--- src/rtl/axi_pkg.sv ---
`default_nettype none
// +--------------------------------------------------------------------+
// | Module   : axi_pkg                                                  |
// | Brief    : Shared AXI4 encodings and write-initiator state type     |
// | Revision : 1.0                                                      |
// +--------------------------------------------------------------------+
package axi_pkg;

  localparam logic [1:0] BURST_FIXED = 2'b00;
  localparam logic [1:0] BURST_INCR  = 2'b01;
  localparam logic [1:0] BURST_WRAP  = 2'b10;

  localparam logic [1:0] RESP_OKAY   = 2'b00;
  localparam logic [1:0] RESP_EXOKAY = 2'b01;
  localparam logic [1:0] RESP_SLVERR = 2'b10;
  localparam logic [1:0] RESP_DECERR = 2'b11;

  localparam int PAGE_BYTES = 4096;

  typedef enum logic [1:0] {
    WR_IDLE = 2'd0,
    WR_ADDR = 2'd1,
    WR_DATA = 2'd2
  } wr_init_state_t;

endpackage
`default_nettype wire

--- src/rtl/axi_burst_check.sv ---
`default_nettype none
// +--------------------------------------------------------------------+
// | Module   : axi_burst_check                                          |
// | Brief    : Combinational AXI burst legality check (size, 4KB page)  |
// | Revision : 1.0                                                      |
// +--------------------------------------------------------------------+
module axi_burst_check
  import axi_pkg::*;
(
  input  logic [11:0] addr,
  input  logic [7:0]  len,
  input  logic [2:0]  size,
  output logic        illegal
);

  logic [16:0] w_bytes;
  logic [17:0] w_end;

  // Widths cover the worst case (256 beats x 128 bytes) plus a page offset.
  always_comb begin
    w_bytes = (17'(len) + 17'd1) << size;
    w_end   = 18'(addr) + 18'(w_bytes);
    illegal = (size > 3'd3) || (w_end > 18'(PAGE_BYTES));
  end

endmodule
`default_nettype wire

--- src/rtl/axi_write_initiator.sv ---
`default_nettype none
// +--------------------------------------------------------------------+
// | Module   : axi_write_initiator                                      |
// | Brief    : AXI4 write master: local cmd/data in, AW/W out, B back   |
// | Revision : 1.0                                                      |
// +--------------------------------------------------------------------+
module axi_write_initiator
  import axi_pkg::*;
#(
  parameter int MAX_OUTSTANDING = 4
) (
  input  logic        clk,
  input  logic        rst,
  input  logic        cmd_valid,
  output logic        cmd_ready,
  input  logic [31:0] cmd_addr,
  input  logic [7:0]  cmd_len,
  input  logic [2:0]  cmd_size,
  input  logic [1:0]  cmd_id,
  output logic        cmd_err,
  input  logic        din_valid,
  output logic        din_ready,
  input  logic [63:0] din_data,
  input  logic [7:0]  din_strb,
  output logic [1:0]  AWID,
  output logic [31:0] AWADDR,
  output logic [7:0]  AWLEN,
  output logic [2:0]  AWSIZE,
  output logic [1:0]  AWBURST,
  output logic        AWVALID,
  input  logic        AWREADY,
  output logic [63:0] WDATA,
  output logic [7:0]  WSTRB,
  output logic        WLAST,
  output logic        WVALID,
  input  logic        WREADY,
  input  logic [1:0]  BID,
  input  logic [1:0]  BRESP,
  input  logic        BVALID,
  output logic        BREADY,
  output logic        resp_valid,
  output logic [1:0]  resp_id,
  output logic        resp_err,
  output logic        unexpected_b
);

  localparam int CNT_W = 4;

  wr_init_state_t   r_state;
  logic [31:0]      r_addr;
  logic [7:0]       r_len;
  logic [2:0]       r_size;
  logic [1:0]       r_id;
  logic [7:0]       r_beat_cnt;
  logic [CNT_W-1:0] r_outstanding;
  logic             r_cmd_err;
  logic             r_resp_valid;
  logic [1:0]       r_resp_id;
  logic             r_resp_err;
  logic             r_unexpected_b;

  logic w_illegal;
  logic w_in_data;
  logic w_cmd_hs;
  logic w_aw_hs;
  logic w_w_hs;
  logic w_b_hs;

  axi_burst_check u_burst_check (
    .addr    (cmd_addr[11:0]),
    .len     (cmd_len),
    .size    (cmd_size),
    .illegal (w_illegal)
  );

  // Ready-style outputs are gated by rst so every output reads 0 in reset.
  assign cmd_ready = !rst && (r_state == WR_IDLE) &&
                     (r_outstanding < CNT_W'(MAX_OUTSTANDING));
  assign w_cmd_hs  = cmd_valid && cmd_ready;

  assign AWVALID = (r_state == WR_ADDR);
  assign AWID    = r_id;
  assign AWADDR  = r_addr;
  assign AWLEN   = r_len;
  assign AWSIZE  = r_size;
  assign AWBURST = AWVALID ? BURST_INCR : BURST_FIXED;
  assign w_aw_hs = AWVALID && AWREADY;

  assign w_in_data = (r_state == WR_DATA);
  assign WVALID    = w_in_data && din_valid;
  assign din_ready = w_in_data && WREADY;
  assign WDATA     = w_in_data ? din_data : '0;
  assign WSTRB     = w_in_data ? din_strb : '0;
  assign WLAST     = w_in_data && (r_beat_cnt == r_len);
  assign w_w_hs    = WVALID && WREADY;

  assign BREADY = !rst;
  assign w_b_hs = BVALID && BREADY;

  assign cmd_err      = r_cmd_err;
  assign resp_valid   = r_resp_valid;
  assign resp_id      = r_resp_id;
  assign resp_err     = r_resp_err;
  assign unexpected_b = r_unexpected_b;

  always_ff @(posedge clk or posedge rst) begin
    if (rst) begin
      r_state    <= WR_IDLE;
      r_addr     <= '0;
      r_len      <= '0;
      r_size     <= '0;
      r_id       <= '0;
      r_beat_cnt <= '0;
      r_cmd_err  <= 1'b0;
    end else begin
      r_cmd_err <= w_cmd_hs && w_illegal;
      case (r_state)
        WR_IDLE: begin
          if (w_cmd_hs && !w_illegal) begin
            r_addr  <= cmd_addr;
            r_len   <= cmd_len;
            r_size  <= cmd_size;
            r_id    <= cmd_id;
            r_state <= WR_ADDR;
          end
        end
        WR_ADDR: begin
          if (AWREADY) begin
            r_beat_cnt <= '0;
            r_state    <= WR_DATA;
          end
        end
        WR_DATA: begin
          if (w_w_hs) begin
            r_beat_cnt <= r_beat_cnt + 8'd1;
            if (WLAST) begin
              r_state <= WR_IDLE;
            end
          end
        end
        default: r_state <= WR_IDLE;
      endcase
    end
  end

  // A coincident AW and B handshake leaves the outstanding count untouched.
  always_ff @(posedge clk or posedge rst) begin
    if (rst) begin
      r_outstanding  <= '0;
      r_unexpected_b <= 1'b0;
      r_resp_valid   <= 1'b0;
      r_resp_id      <= '0;
      r_resp_err     <= 1'b0;
    end else begin
      r_resp_valid <= w_b_hs;
      if (w_b_hs) begin
        r_resp_id  <= BID;
        r_resp_err <= (BRESP != RESP_OKAY);
      end
      if (w_aw_hs && !w_b_hs) begin
        r_outstanding <= r_outstanding + 1'b1;
      end else if (!w_aw_hs && w_b_hs) begin
        if (r_outstanding == '0) begin
          r_unexpected_b <= 1'b1;
        end else begin
          r_outstanding <= r_outstanding - 1'b1;
        end
      end
    end
  end

endmodule
`default_nettype wire

--- config.mk ---
export PLATFORM = sky130hd
export DESIGN_NAME = axi_write_initiator
export DESIGN_NICKNAME = d
export VERILOG_FILES = /design/src/rtl/axi_pkg.sv /design/src/rtl/axi_burst_check.sv /design/src/rtl/axi_write_initiator.sv
export SDC_FILE = /design/constraint.sdc
export NUM_CORES = 1
export LEC_CHECK = 0
export CAP_MARGIN = 20
export CORE_ASPECT_RATIO = 0.5
export CORE_MARGIN = 10
export CORE_UTILIZATION = 46
export DETAILED_ROUTE_END_ITERATION = 8
export PLACE_DENSITY = 0.88
export SLEW_MARGIN = 15
export SYNTH_ARGS = -nofsm -noshare
export SYNTH_HDL_FRONTEND = slang
export SYNTH_SLANG_ARGS = --single-unit
--- constraint.sdc ---
create_clock -name clk -period 4.3 [get_ports clk]
set_clock_uncertainty 0.15 [all_clocks]
set_input_delay 0.43 -clock clk [delete_from_list [all_inputs] [get_ports clk]]
set_output_delay 0.43 -clock clk [all_outputs]
set_load 0.02 [all_outputs]
# Word level (Yosys, flattened, before mapping)
# Index checks and enable logic that the tools add are counted.
totals:
  register_bits: 65
  latch_bits: 0
  ramBits: 0
  romBits: 0
  inputBits: 128
  wordCells: 72
  mem_count: 0
op_classes:
  addsub: 5
  multipliers: 0
  div: 0
  magnitude_cmp: 3
  n_eq_ne: 8
  shift: 1
  muxes: 14
  bitwise: 1
  reduce_logical: 28
op_table:
  columns: ["operator", "count"]
  rows:
  - ["$mux W64", 1]
  - ["$mux W8", 3]
  - ["$add A12 B17 Y18", 1]
  - ["$gt A18 B13 Y1 const B", 1]
  - ["$shl A17 B3 Y17", 1]
  - ["$pmux W8 S2", 1]
  - ["$logic_and A1 B1 Y1", 13]
  - ["$mux W4", 3]
  - ["$add A8 B1 Y9 const B", 1]
  - ["$add A8 B1 Y8 const B", 1]
  - ["$eq A8 B8 Y1", 1]
  - ["$mux W2", 4]
  - ["$ne A2 B1 Y1 const B", 3]
  - ["$pmux W2 S3", 1]
  - ["$reduce_and A3 Y1", 2]
  - ["$reduce_bool A2 Y1", 3]
  - ["$add A4 B1 Y4 const B", 1]
  - ["$logic_not A1 Y1", 4]
  - ["$logic_not A4 Y1", 1]
  - ["$lt A4 B3 Y1 const B", 1]
  - ["$ne A2 B2 Y1 const B", 2]
  - ["$reduce_and A2 Y1", 2]
  - ["$reduce_and A4 Y1", 1]
  - ["$sub A4 B1 Y4 const B", 1]
  - ["7 further kinds", 7]

# Depth between registers and ports, before layout
# Gate-level depths: netlist of run 1.
logic_depth:
  depth_word: 9
  ltp_mapped: 19
  mapped_depth_nobuf: 16

# By module
# Synthesis of run 1 repeated with hierarchy kept, for this count alone.
unflattened:
  cells_unflattened: 460
  area_unflattened_um2: 4635.7
modules_own_cells:
  columns: ["module", "instances", "cells_per_inst", "area_each_um2", "seq_area_each_um2"]
  rows:
  - ["axi_write_initiator", 1, 289, 3485.8, 1626.6]
  - ["axi_burst_check", 1, 171, 1149.9, 0.0]

# Worst setup path after synthesis of run 1
# Ideal clock, no wire load.
synth_path:
  path_kind: "input port to flip-flop"
  start: "input port rst"
  end: "register r_outstanding[3]"
  arrival_ns: 3.524
  setup_slack_ns: 0.501
  stages: 10
  path_cell_list: "inv_1 > nand2_1 > ha_1 > inv_1 > ha_1 > a21o_1 > a21oi_1 > xnor2_1 > nor2_1 > xor2_1"
synth_between:
  elab_chain_len: 6
  elab_cells_between_ends: 9
  cone_classes: "eq/ne: 1; mux: 1; reduce/logical: 7"
synth_rtl:
  columns: ["item", "line", "source"]
  rows:
  - ["start, declared", "axi_write_initiator.sv:13", "input logic rst,"]
  - ["$logic_not A1 Y1 (no source line) (*)", null, null]
  - ["$logic_and A1 B1 Y1 (*)", "axi_write_initiator.sv:98", "assign w_b_hs = BVALID && BREADY;"]
  - ["$logic_not A1 Y1", "axi_write_initiator.sv:160", "if (w_aw_hs && !w_b_hs) begin"]
  - ["$logic_and A1 B1 Y1", "axi_write_initiator.sv:160", null]
  - ["$ne A2 B2 Y1 (no source line) or $reduce_bool A2 Y1 (tied branches)", null, null]
  - ["$reduce_and A2 Y1 (no source line)", null, null]
  - ["end signal, assigned", "axi_write_initiator.sv:161", "r_outstanding <= r_outstanding + 1'b1;"]
  - ["end signal, assigned", "axi_write_initiator.sv:166", "r_outstanding <= r_outstanding - 1'b1;"]
  - ["end, declared", "axi_write_initiator.sv:55", "logic [CNT_W-1:0] r_outstanding;"]
# Mark *: on every way between the ends. The rest lies on a longest branch, timed or not.
# A chain may end at the register's enable or synchronous reset.

# Worst setup path after layout of run 1
layout_path:
  start: "input port cmd_len[4]"
  end: "register r_len[0] (netlist: AWLEN[0])"
layout_between:
  elab_chain_len: 8
layout_rtl:
  columns: ["item", "line", "source"]
  rows:
  - ["start, declared", "axi_write_initiator.sv:17", "input logic [7:0] cmd_len,"]
  - ["$add A8 B1 Y9", "axi_burst_check.sv:21", "w_bytes = (17'(len) + 17'd1) << size;"]
  - ["$shl A17 B3 Y17", "axi_burst_check.sv:21", null]
  - ["$add A12 B17 Y18", "axi_burst_check.sv:22", "w_end = 18'(addr) + 18'(w_bytes);"]
  - ["$gt A18 B13 Y1", "axi_burst_check.sv:23", "illegal = (size > 3'd3) || (w_end > 18'(PAGE_BYTES));"]
  - ["$logic_or A1 B1 Y1", "axi_burst_check.sv:23", null]
  - ["$logic_not A1 Y1", "axi_write_initiator.sv:119", "if (w_cmd_hs && !w_illegal) begin"]
  - ["$logic_and A1 B1 Y1", "axi_write_initiator.sv:119", null]
  - ["$reduce_and A2 Y1 (no source line)", null, null]
  - ["end signal, assigned", "axi_write_initiator.sv:121", "r_len <= cmd_len;"]
  - ["end, declared", "axi_write_initiator.sv:51", "logic [7:0] r_len;"]
# No other way between the ends.

==> results.ini, run 1 <==
[status]
outcome=completed

[synthesis]
synth_edf_count=0
synthCells=675
ys_ff_latch=65
synth.top_cells.by_count=117 x and2_1, 72 x nand2_1, 65 x dfrtp_1
syn_area_sq_um=5510
syn_area_per_cell_sq_um=8.17
yosys_warnings=0
synth_cell_type_count=64
synthesis.nets=824
synth_seq_area_share_pct=29.5
synth_top_cells_by_area=dfrtp_1 29%, and2_1 13%, o211ai_1 6.8%
synth_top_cell_by_area=dfrtp_1
synthMostInstantiatedCell=and2_1
yosysTopAreaCellShare_pct=29.5
synthArstFlopShare_pct=100
synth_top_flop_cell=dfrtp_1

[routing]
wl_per_cell_um=20.4
dr.pass1.iters=5
avgViaCountPerCell=5.62
drcViolationCount=0
vias=6304
drtIter0Drc=391
wirelength_um=22900
ant_nets=0

[layout]
syn2layout_area_growth_pct=63.0
nNetsFinal=1099
fin_util_pct=76.4
design_area_sq_um=8990
fill_cells=820
drive_above_1_share_pct=11.3

[die]
ioPinCount=259
start_util_pct=46.8
die_w_um=175
fp.coreArea_sq_um=11800
die_h_um=97.4
num_rows=28
die_area_sq_um=17000

[clocking]
clk_latency_ns=0.33
ctsRootBufferMaster=clkbuf_16
cts.sinks=65
cts_tree=done
holdBufCountCts=0
h-tree-depth=3
numCtsBuffers=9
cts.path.max_buffers=2
cts.clk_slew.worst_paths_ns=0.06

[timing]
worst_slack_ns=0.113
worst_pin_slew_ns=0.813
finalMaxSlewViolations=0
max_freq_mhz=239
setup_viol=0
hold_viol_final=0
slew_headroom_pct=45.8
finalCritPeriodShare_pct=97.4
period_minus_slack_ns=4.19

[worst_setup_path]
cp_data_arrival_time_ns=4.24
rrSetupSlack_ns=1.48
worstPathMaxFanout=22
worst_path_most_repeated_cell=a21oi_2
endpoint_kind=register
r2r-start=r_state[0]$_DFFE_PP0P_
setup.worst_path.start_class=input pin
crit_slowest_cell=clkdlybuf4s50_1
cp_slowest_stage_delay_ns=0.55
crit_type=in2reg
required_ns=4.36
crit_chain=clkdlybuf4s50_1, buf_4, inv_1, xnor2_1, nor2_1, a21oi_2, buf_4, nor2_1, a21oi_2, o32ai_1, ha_1, a21oi_2, o2111ai_4, a21o_1, a311oi_4, nand2_4, clkbuf_16, o211ai_1, nand2_1
critPathLaunch=cmd_len[4]

[global_routing]
grt-ovfl-total=0
busiest_layer=met2
grt_pass1_wl_um=33600
grtUsageMet1_pct=27.9
grt_usage_pct=24.0
use_met3_pct=3.96
antenna_found_initial=2
grt_pass1_vias=5995
gr-usage-met2_pct=44.8
grt_max_degree=66

[placed_design]
place_area_sq_um=8490
globalplace.congestion=0.923
dp_slack_ns=-0.279
port_buffers=257
dp_hpwl_um=17200

[pwr]
ir_worst_vdd_v=0.000228
power_density_nw_per_um2=480
power.leakage_nw=3.83

[hold_path]
min_from=resp_id[1]$_DFFE_PP0P_
min_path_type=reg2reg

[job]
drv_cap=0

[what timing repair did]
action | in CTS | in global routing
hold endpoints to repair | 0 | 0
setup endpoints to repair | 0 | 47
buffers inserted | 0 | 3
gates resized for setup | 0 | 17
[per-layer routing]
layer  wire (um)  vias to the layer above
met5           0                        -
met4         393                        0
met3        1340                       35
met2       12100                      298
met1        9020                     2996
li1            -                     2975
[critical path, delay by kind of cell]
family / cells / cell delay, ns
and+or+nand+nor: 4 / 0.36
xor gates and xnor gates: 1 / 0.17
adders and majority gates: 1 / 0.40
buffers and inverters: 5 / 1.10
AOI/OAI and AO/OA: 8 / 1.77
[logic make-up after synthesis]
family	count (synthesis)	share of synthesized area, %
AO/OA/AOI/OAI	168	21.4
multiplexers	10	1.88
AND/OR/NAND/NOR	318	32.3
XOR/XNOR	21	3.34
adder cells (fa/ha/maj)	21	5.04
flip-flops	65	29.5
buffers and inverters	71	6.47
other	1	0.0680
[cell type report]
class | count | area [sq um] | area share, %
Timing Repair Buffer | 317 | 3140 | 35.0
Tap cell | 165 | 206 | 2.30
Antenna cell | 2 | 5.00 | 0.0557
Inverter | 18 | 67.6 | 0.752
Multi-Input combinational cell | 539 | 3630 | 40.4
Clock buffer | 9 | 225 | 2.51
Sequential cell | 65 | 1630 | 18.1
Clock inverter | 7 | 80.1 | 0.891
[placed cells by master, fill, tap and decap left out, types with 4 or more instances in the layout]
cell type,instances
nand2b_1,4
buf_12,5
and2_1,117
nor2_1,32
o211ai_1,50
nor3_1,7
o21a_1,4
clkbuf_16,12
o21ai_0,13
mux2i_1,7
ha_1,18
buf_4,51
nand3_1,13
a21oi_1,18
nand4_1,8
nor2b_1,4
clkdlybuf4s50_1,253
and3_1,7
nor3b_1,40
a31oi_1,45
xor2_1,15
xnor2_1,6
nand2_1,72
inv_1,15
o22ai_1,4
a21oi_2,5
dfrtp_1,65
[final timing paths]
kind / depth (start not counted) / to
max: 19 / AWLEN[0]$_DFFE_PP0P_
min: 2 / resp_id[1]$_DFFE_PP0P_
max reg2reg: 11 / r_outstanding[3]$_DFFE_PP0P_
min reg2reg: 2 / resp_id[1]$_DFFE_PP0P_
max in group asynchronous: 3 / AWADDR[18]$_DFFE_PP0P_
min in group asynchronous: 3 / r_beat_cnt[0]$_DFFE_PP0P_
[stage by stage]
stage | setup TNS [ns] | instances | power, mW | hold slack [ns]
after global routing | -0.195 | 1122 | 4.52 | 0.360
after CTS | 0 | 1114 | 4.24 | 0.340
after floorplan | 0 | 675 | 2.29 | 0.324
after detailed placement | -8.65 | 1098 | 3.49 | 0.325
final | 0 | 1122 | 4.31 | 0.342
after global placement | -4.01 | 1098 | 3.42 | 0.309
[power breakdown]
group	switching [mW]	internal (mW)	leakage (nW)
Sequential	0.182	0.838	0.824
Combinational	1.34	1.20	2.86
Clock	0.296	0.454	0.142
[sequential cells by signal, indices dropped and copies added (netlist names), 2 cells and up]
name	cells
r_beat_cnt	8
AWSIZE	3
resp_id	2
AWADDR	32
AWID	2
AWLEN	8
r_state	2
r_outstanding	4
(Power assumes the default switching activity.)
==> run 2, diff against run 1 <==
--- a/config.mk
+++ b/config.mk
@@ -10,6 +10,7 @@
 export CORE_MARGIN = 10
 export CORE_UTILIZATION = 46
 export DETAILED_ROUTE_END_ITERATION = 8
+export MAX_ROUTING_LAYER = met4
 export PLACE_DENSITY = 0.88
 export SLEW_MARGIN = 15
 export SYNTH_ARGS = -nofsm -noshare
==> run 2 against run 1 <==
Global-route usage up 1.7 points. Die area is the same. Final area grew 2.5%. Critical path depth did not move. Routed wire length rose by 10%. Register-to-register slack got worse by 0.15 ns. Clock power is 16% higher. Combinational power increased by 2%. Sequential share of layout area down 0.44 points. Utilization rose by 1.9 points.
==> results.ini, run 2 (synthesis results as in run 1) <==
[global_routing]
grt_pass1_vias=6077
antenna_found_initial=0
grt_usage_pct=25.6
grt_max_degree=66
grt-ovfl-total=0
grt_pass1_wl_um=34700

[pwr]
power_mw=4.51
power.leakage_nw=3.96
ir_worst_vdd_v=0.000239
power_density_nw_per_um2=489

[worst_setup_path]
crit_type=in2reg
crit_chain=clkdlybuf4s50_1, buf_4, nand4_1, a211oi_1, a221oi_2, o21ai_0, buf_4, mux2i_1, ha_1, buf_4, inv_1, o2111ai_4, buf_4, a21o_1, a311oi_4, buf_4, buf_6, nand3_1, and3_1
setup.worst_path.start_class=input pin
cp_slowest_stage_delay_ns=0.50
required_ns=4.35
crit_slowest_cell=clkdlybuf4s50_1
endpoint_kind=register
rrSetupSlack_ns=1.33
cp_data_arrival_time_ns=4.35
worst_path_most_repeated_cell=buf_4
worstPathMaxFanout=16

[routing]
avgViaCountPerCell=5.82
drcViolationCount=0
wl_per_cell_um=22.2
dr.pass1.iters=6
drtIter0Drc=684
vias=6596
wirelength_um=25200
ant_nets=0

[clocking]
clk_latency_ns=0.34
cts.path.max_buffers=2
h-tree-depth=3
holdBufCountCts=0
cts.sinks=65
numCtsBuffers=9
cts_tree=done
cts.clk_slew.worst_paths_ns=0.06
ctsRootBufferMaster=clkbuf_16

[die]
start_util_pct=46.8
num_rows=28
fp.coreArea_sq_um=11800
die_w_um=175
die_area_sq_um=17000
ioPinCount=259
die_h_um=97.4

[timing]
finalCritPeriodShare_pct=100
hold_viol_final=0
setup_viol=0
worst_pin_slew_ns=0.830
worst_slack_ns=0.00208
max_freq_mhz=233
slew_headroom_pct=44.7
finalMaxSlewViolations=0
final.setup.tns_ns=0
period_minus_slack_ns=4.30

[placed_design]
port_buffers=257
dp_hpwl_um=17300
dp_slack_ns=-0.338
globalplace.congestion=0.945

[layout]
regArea_sq_um=1630
mostFrequentLayoutCell=clkdlybuf4s50_1
n_antenna_cell=0
multiInputGateArea_sq_um=3680
largest_reg_flops=32
drive_above_1_share_pct=13.0
layout_common_cells=252 x clkdlybuf4s50_1, 117 x and2_1, 72 x nand2_1, 65 x dfrtp_1, 60 x buf_4
syn2layout_area_growth_pct=67.1
nNetsFinal=1112
fill_cells=750

[job]
drv_cap=0

[hold_path]
min_path_type=reg2reg

[status]
outcome=completed

==> run 2: changes by cell type in the layout (fill, tap and decap cells not counted), sizes merged <==
cell           change
clkinvlp           -1
bufinv             +2
clkbuf             +4
dlymetal6s2s       +1
inv                -1
buf               +11
clkdlybuf4s50      -1
clkinv             -2
diode              -2
==> run 2: stage by stage <==
step                      instance area, sq um  cells  utilization (%)  hold WS (ns)
final                                     9210   1133             78.3         0.330
after global routing                      9210   1133             78.3         0.350
after CTS                                 8910   1122             75.7         0.331
after detailed placement                  8550   1106             72.7         0.315
after global placement                    8550   1106             72.7         0.310
after floorplan                           5510    675                -         0.324
==> run 2: final cells by class <==
| cell class | count | area share [%] |
|---|---|---|
| Multi-Input combinational cell | 539 | 40.0 |
| Timing Repair Buffer | 330 | 35.7 |
| Sequential cell | 65 | 17.7 |
| Clock buffer | 11 | 2.63 |
| Tap cell | 165 | 2.24 |
| Clock inverter | 5 | 1.11 |
| Inverter | 18 | 0.733 |
==> run 2: report_power, final <==
part	switching, mW	total [mW]	internal (mW)
logic	1.38	2.60	1.21
clock network	0.288	0.869	0.582
registers	0.204	1.04	0.839
total	1.88	4.51	2.63
==> run 2: final timing paths <==
kind | from | endpoint | cells past startpoint
setup reg to reg | r_state[0]$_DFFE_PP0P_ | r_outstanding[3]$_DFFE_PP0P_ | 11
hold reg to reg | unexpected_b$_DFFE_PP0P_ | unexpected_b$_DFFE_PP0P_ | 1
min in group asynchronous | rst | resp_id[1]$_DFFE_PP0P_ | 3
hold / removal | unexpected_b$_DFFE_PP0P_ | unexpected_b$_DFFE_PP0P_ | 1
setup / recovery | cmd_size[0] | AWSIZE[2]$_DFFE_PP0P_ | 19
max in group asynchronous | rst | AWADDR[14]$_DFFE_PP0P_ | 3
==> run 2: worst max-delay path: cells and delay by family <==
family | cells | cell delay (ns)
fa+ha+maj | 1 | 0.24
buf+inv | 8 | 1.66
compound gates | 6 | 1.33
simple gates | 3 | 0.61
mux | 1 | 0.06
==> run 2: what timing repair did <==
action	in CTS	in global routing
gates cloned	0	5
gates resized for setup	2	27
setup buffers	0	6
setup endpoints to repair	12	47
pin swaps	1	11
==> run 2: layer usage <==
metal	up-vias	part of all wire (%)	track usage (%)
met1	3125	38	29.0
li1	2986	-	-
met2	404	52	47.2
met5	-	0	-
met4	0	3.2	5.38
met3	81	7.2	3.57
==> run 3, diff against run 2 <==
--- a/config.mk
+++ b/config.mk
@@ -9,9 +9,10 @@
 export CORE_ASPECT_RATIO = 0.5
 export CORE_MARGIN = 10
 export CORE_UTILIZATION = 46
+export CTS_BUF_LIST = sky130_fd_sc_hd__clkbuf_8 sky130_fd_sc_hd__clkbuf_16
 export DETAILED_ROUTE_END_ITERATION = 8
 export MAX_ROUTING_LAYER = met4
-export PLACE_DENSITY = 0.88
+export PLACE_DENSITY_LB_ADDON = 0.12
 export SLEW_MARGIN = 15
 export SYNTH_ARGS = -nofsm -noshare
 export SYNTH_HDL_FRONTEND = slang
==> run 3 against run 2 <==
First-iteration DRC count down 29%. Via count down 5.2%. Fmax rose by 3.4%. Sequential share of layout area grew 0.24 points. Highest routed layer unchanged. Clock power shrank 7.8%. Utilization is 1.1 points lower. Cell count is 1.2% lower. Worst hold slack better by 0.0016 ns. Final area decreased by 1.4%. Sequential power is essentially flat.
==> results.ini, run 3 (synthesis results as in run 1) <==
[timing]
period_minus_slack_ns=4.16
max_freq_mhz=240
worst_slack_ns=0.142
finalCritPeriodShare_pct=96.7
final.setup.tns_ns=0
slew_headroom_pct=43.9
worst_pin_slew_ns=0.842
setup_viol=0
hold_viol_final=0
finalMaxSlewViolations=0

[layout]
layout_common_cells=252 x clkdlybuf4s50_1, 117 x and2_1, 72 x nand2_1, 65 x dfrtp_1, 50 x o211ai_1
fill_cells=880
fin_util_pct=77.2
largest_reg_flops=32
mostFrequentLayoutCell=clkdlybuf4s50_1
nNetsFinal=1098
syn2layout_area_growth_pct=64.8
final_cells=1119
n_antenna_cell=0
drive_above_1_share_pct=12.8
design_area_sq_um=9090

[status]
outcome=completed

[worst_setup_path]
path_buf_inv=7
worstPathMaxFanout=7
crit_family=buffers and inverters
required_ns=4.36
endpoint_kind=register
crit_slowest_cell=clkdlybuf4s50_1
setup.worst_path.start_class=input pin
crit_type=in2reg
crit_chain=clkdlybuf4s50_1, clkinv_1, buf_4, nor2_1, a21oi_1, nor2b_1, a31oi_1, nor2_1, ha_1, o211ai_1, buf_4, o2111ai_4, buf_4, a211o_1, nand4_1, buf_4, nand4_4, clkbuf_16, o211ai_1, nand2_1
cp_slowest_stage_delay_ns=0.54
worst_path_most_repeated_cell=buf_4
cp_data_arrival_time_ns=4.22

[die]
die_h_um=97.4
fp.coreArea_sq_um=11800
ioPinCount=259
die_w_um=175
num_rows=28
start_util_pct=46.8
die_area_sq_um=17000

[clocking]
cts_tree=done
ctsRootBufferMaster=clkbuf_16
cts.clk_slew.worst_paths_ns=0.06
numCtsBuffers=9
cts.sinks=65
h-tree-depth=3
clk_latency_ns=0.33
cts.path.max_buffers=2

[pwr]
power_frac_comb_pct=58.1
switching_share_pct=41.5
ir_worst_vdd_v=0.000270
internal_power_mw=2.55
p_sw_mw=1.81
p_clk_share_pct=18.4
power_frac_seq_pct=23.5
power.leakage_nw=3.88
power_density_nw_per_um2=479

[global_routing]
grt_pass1_vias=6020
grt_usage_pct=25.4
grt-ovfl-total=0
grt_pass1_wl_um=34500
antenna_found_initial=0
grt_max_degree=66

[routing]
vias=6251
drtIter0Drc=484
highest_layer=met4
met3_length_um=1550
drcViolationCount=0
dr.pass1.iters=5
wl_per_cell_um=20.8
met1_length_um=9100
ant_nets=0
wirelength_um=23200
avgViaCountPerCell=5.59
met2_length_um=12300

[placed_design]
port_buffers=257
placed_cells=1093
dp_slack_ns=-0.446
globalplace.congestion=0.986
place_area_sq_um=8470
dp_hpwl_um=17100

[job]
drv_cap=0

[hold_path]
min_path_type=reg2reg

[run 3: final cells by class]
class,instances,area (sq um),share of cell area [%]
timing repair buffer,316,3160,34.8
sequential,65,1630,17.9
multi-input combinational,539,3710,40.8
clock inverter,7,95.1,1.05
clock buffer,9,225,2.48
tap,165,206,2.27
inverter,18,67.6,0.743
[run 3: worst reg2reg max path, cell delays in order (launching register included)]
cell and delay (ns):
dfrtp_1 0.41, nor2b_1 0.30, nand2_1 0.22, inv_1 0.26, ha_1 0.27, inv_1 0.11
ha_1 0.28, a21o_1 0.17, a21oi_1 0.20, xnor2_1 0.15, nor2_1 0.07, xor2_1 0.16
[run 3: metrics by stage]
step / power, mW / hold WS [ns]
detailed placement: 3.50 / 0.325
CTS: 4.34 / 0.335
global route: 4.59 / 0.359
floorplan: 2.29 / 0.324
finish: 4.36 / 0.331
global placement: 3.44 / 0.308
[run 3: what timing repair did]
| item | in CTS | in global routing |
|---|---|---|
| endpoints found under the setup margin | 47 | 47 |
| pin swaps | 0 | 24 |
| gates resized for setup | 3 | 36 |
| setup buffers | 0 | 4 |
| hold buffers | 0 | 0 |
| cloned | 0 | 6 |
[run 3: routing by layer]
metal	vias to the layer above	GRT usage [%]
li1	2966	-
met1	2973	28.5
met2	278	46.5
met3	34	5.31
met4	0	3.82
met5	-	-
[run 3: worst paths after layout]
kind | endpoint | start | cells after the start | slack, ns
setup / recovery | AWLEN[6]$_DFFE_PP0P_ | cmd_size[0] | 20 | 0.14
hold / removal | resp_id[1]$_DFFE_PP0P_ | resp_id[1]$_DFFE_PP0P_ | 2 | 0.33
setup reg to reg | r_outstanding[3]$_DFFE_PP0P_ | r_state[0]$_DFFE_PP0P_ | 11 | 1.43
hold reg to reg | resp_id[1]$_DFFE_PP0P_ | resp_id[1]$_DFFE_PP0P_ | 2 | 0.33
max in group asynchronous | r_beat_cnt[7]$_DFFE_PP0P_ | rst | 3 | 2.81
min in group asynchronous | r_state[0]$_DFFE_PP0P_ | rst | 3 | 0.64
[run 3: power groups by stage]
stage,combinational [mW],sequential (mW),clock (mW)
after floorplan,1.07,1.22,0
after global placement,2.43,1.02,0
after CTS,2.51,1.02,0.806
final,2.53,1.02,0.801
after detailed placement,2.48,1.02,0
after global routing,2.71,1.05,0.832
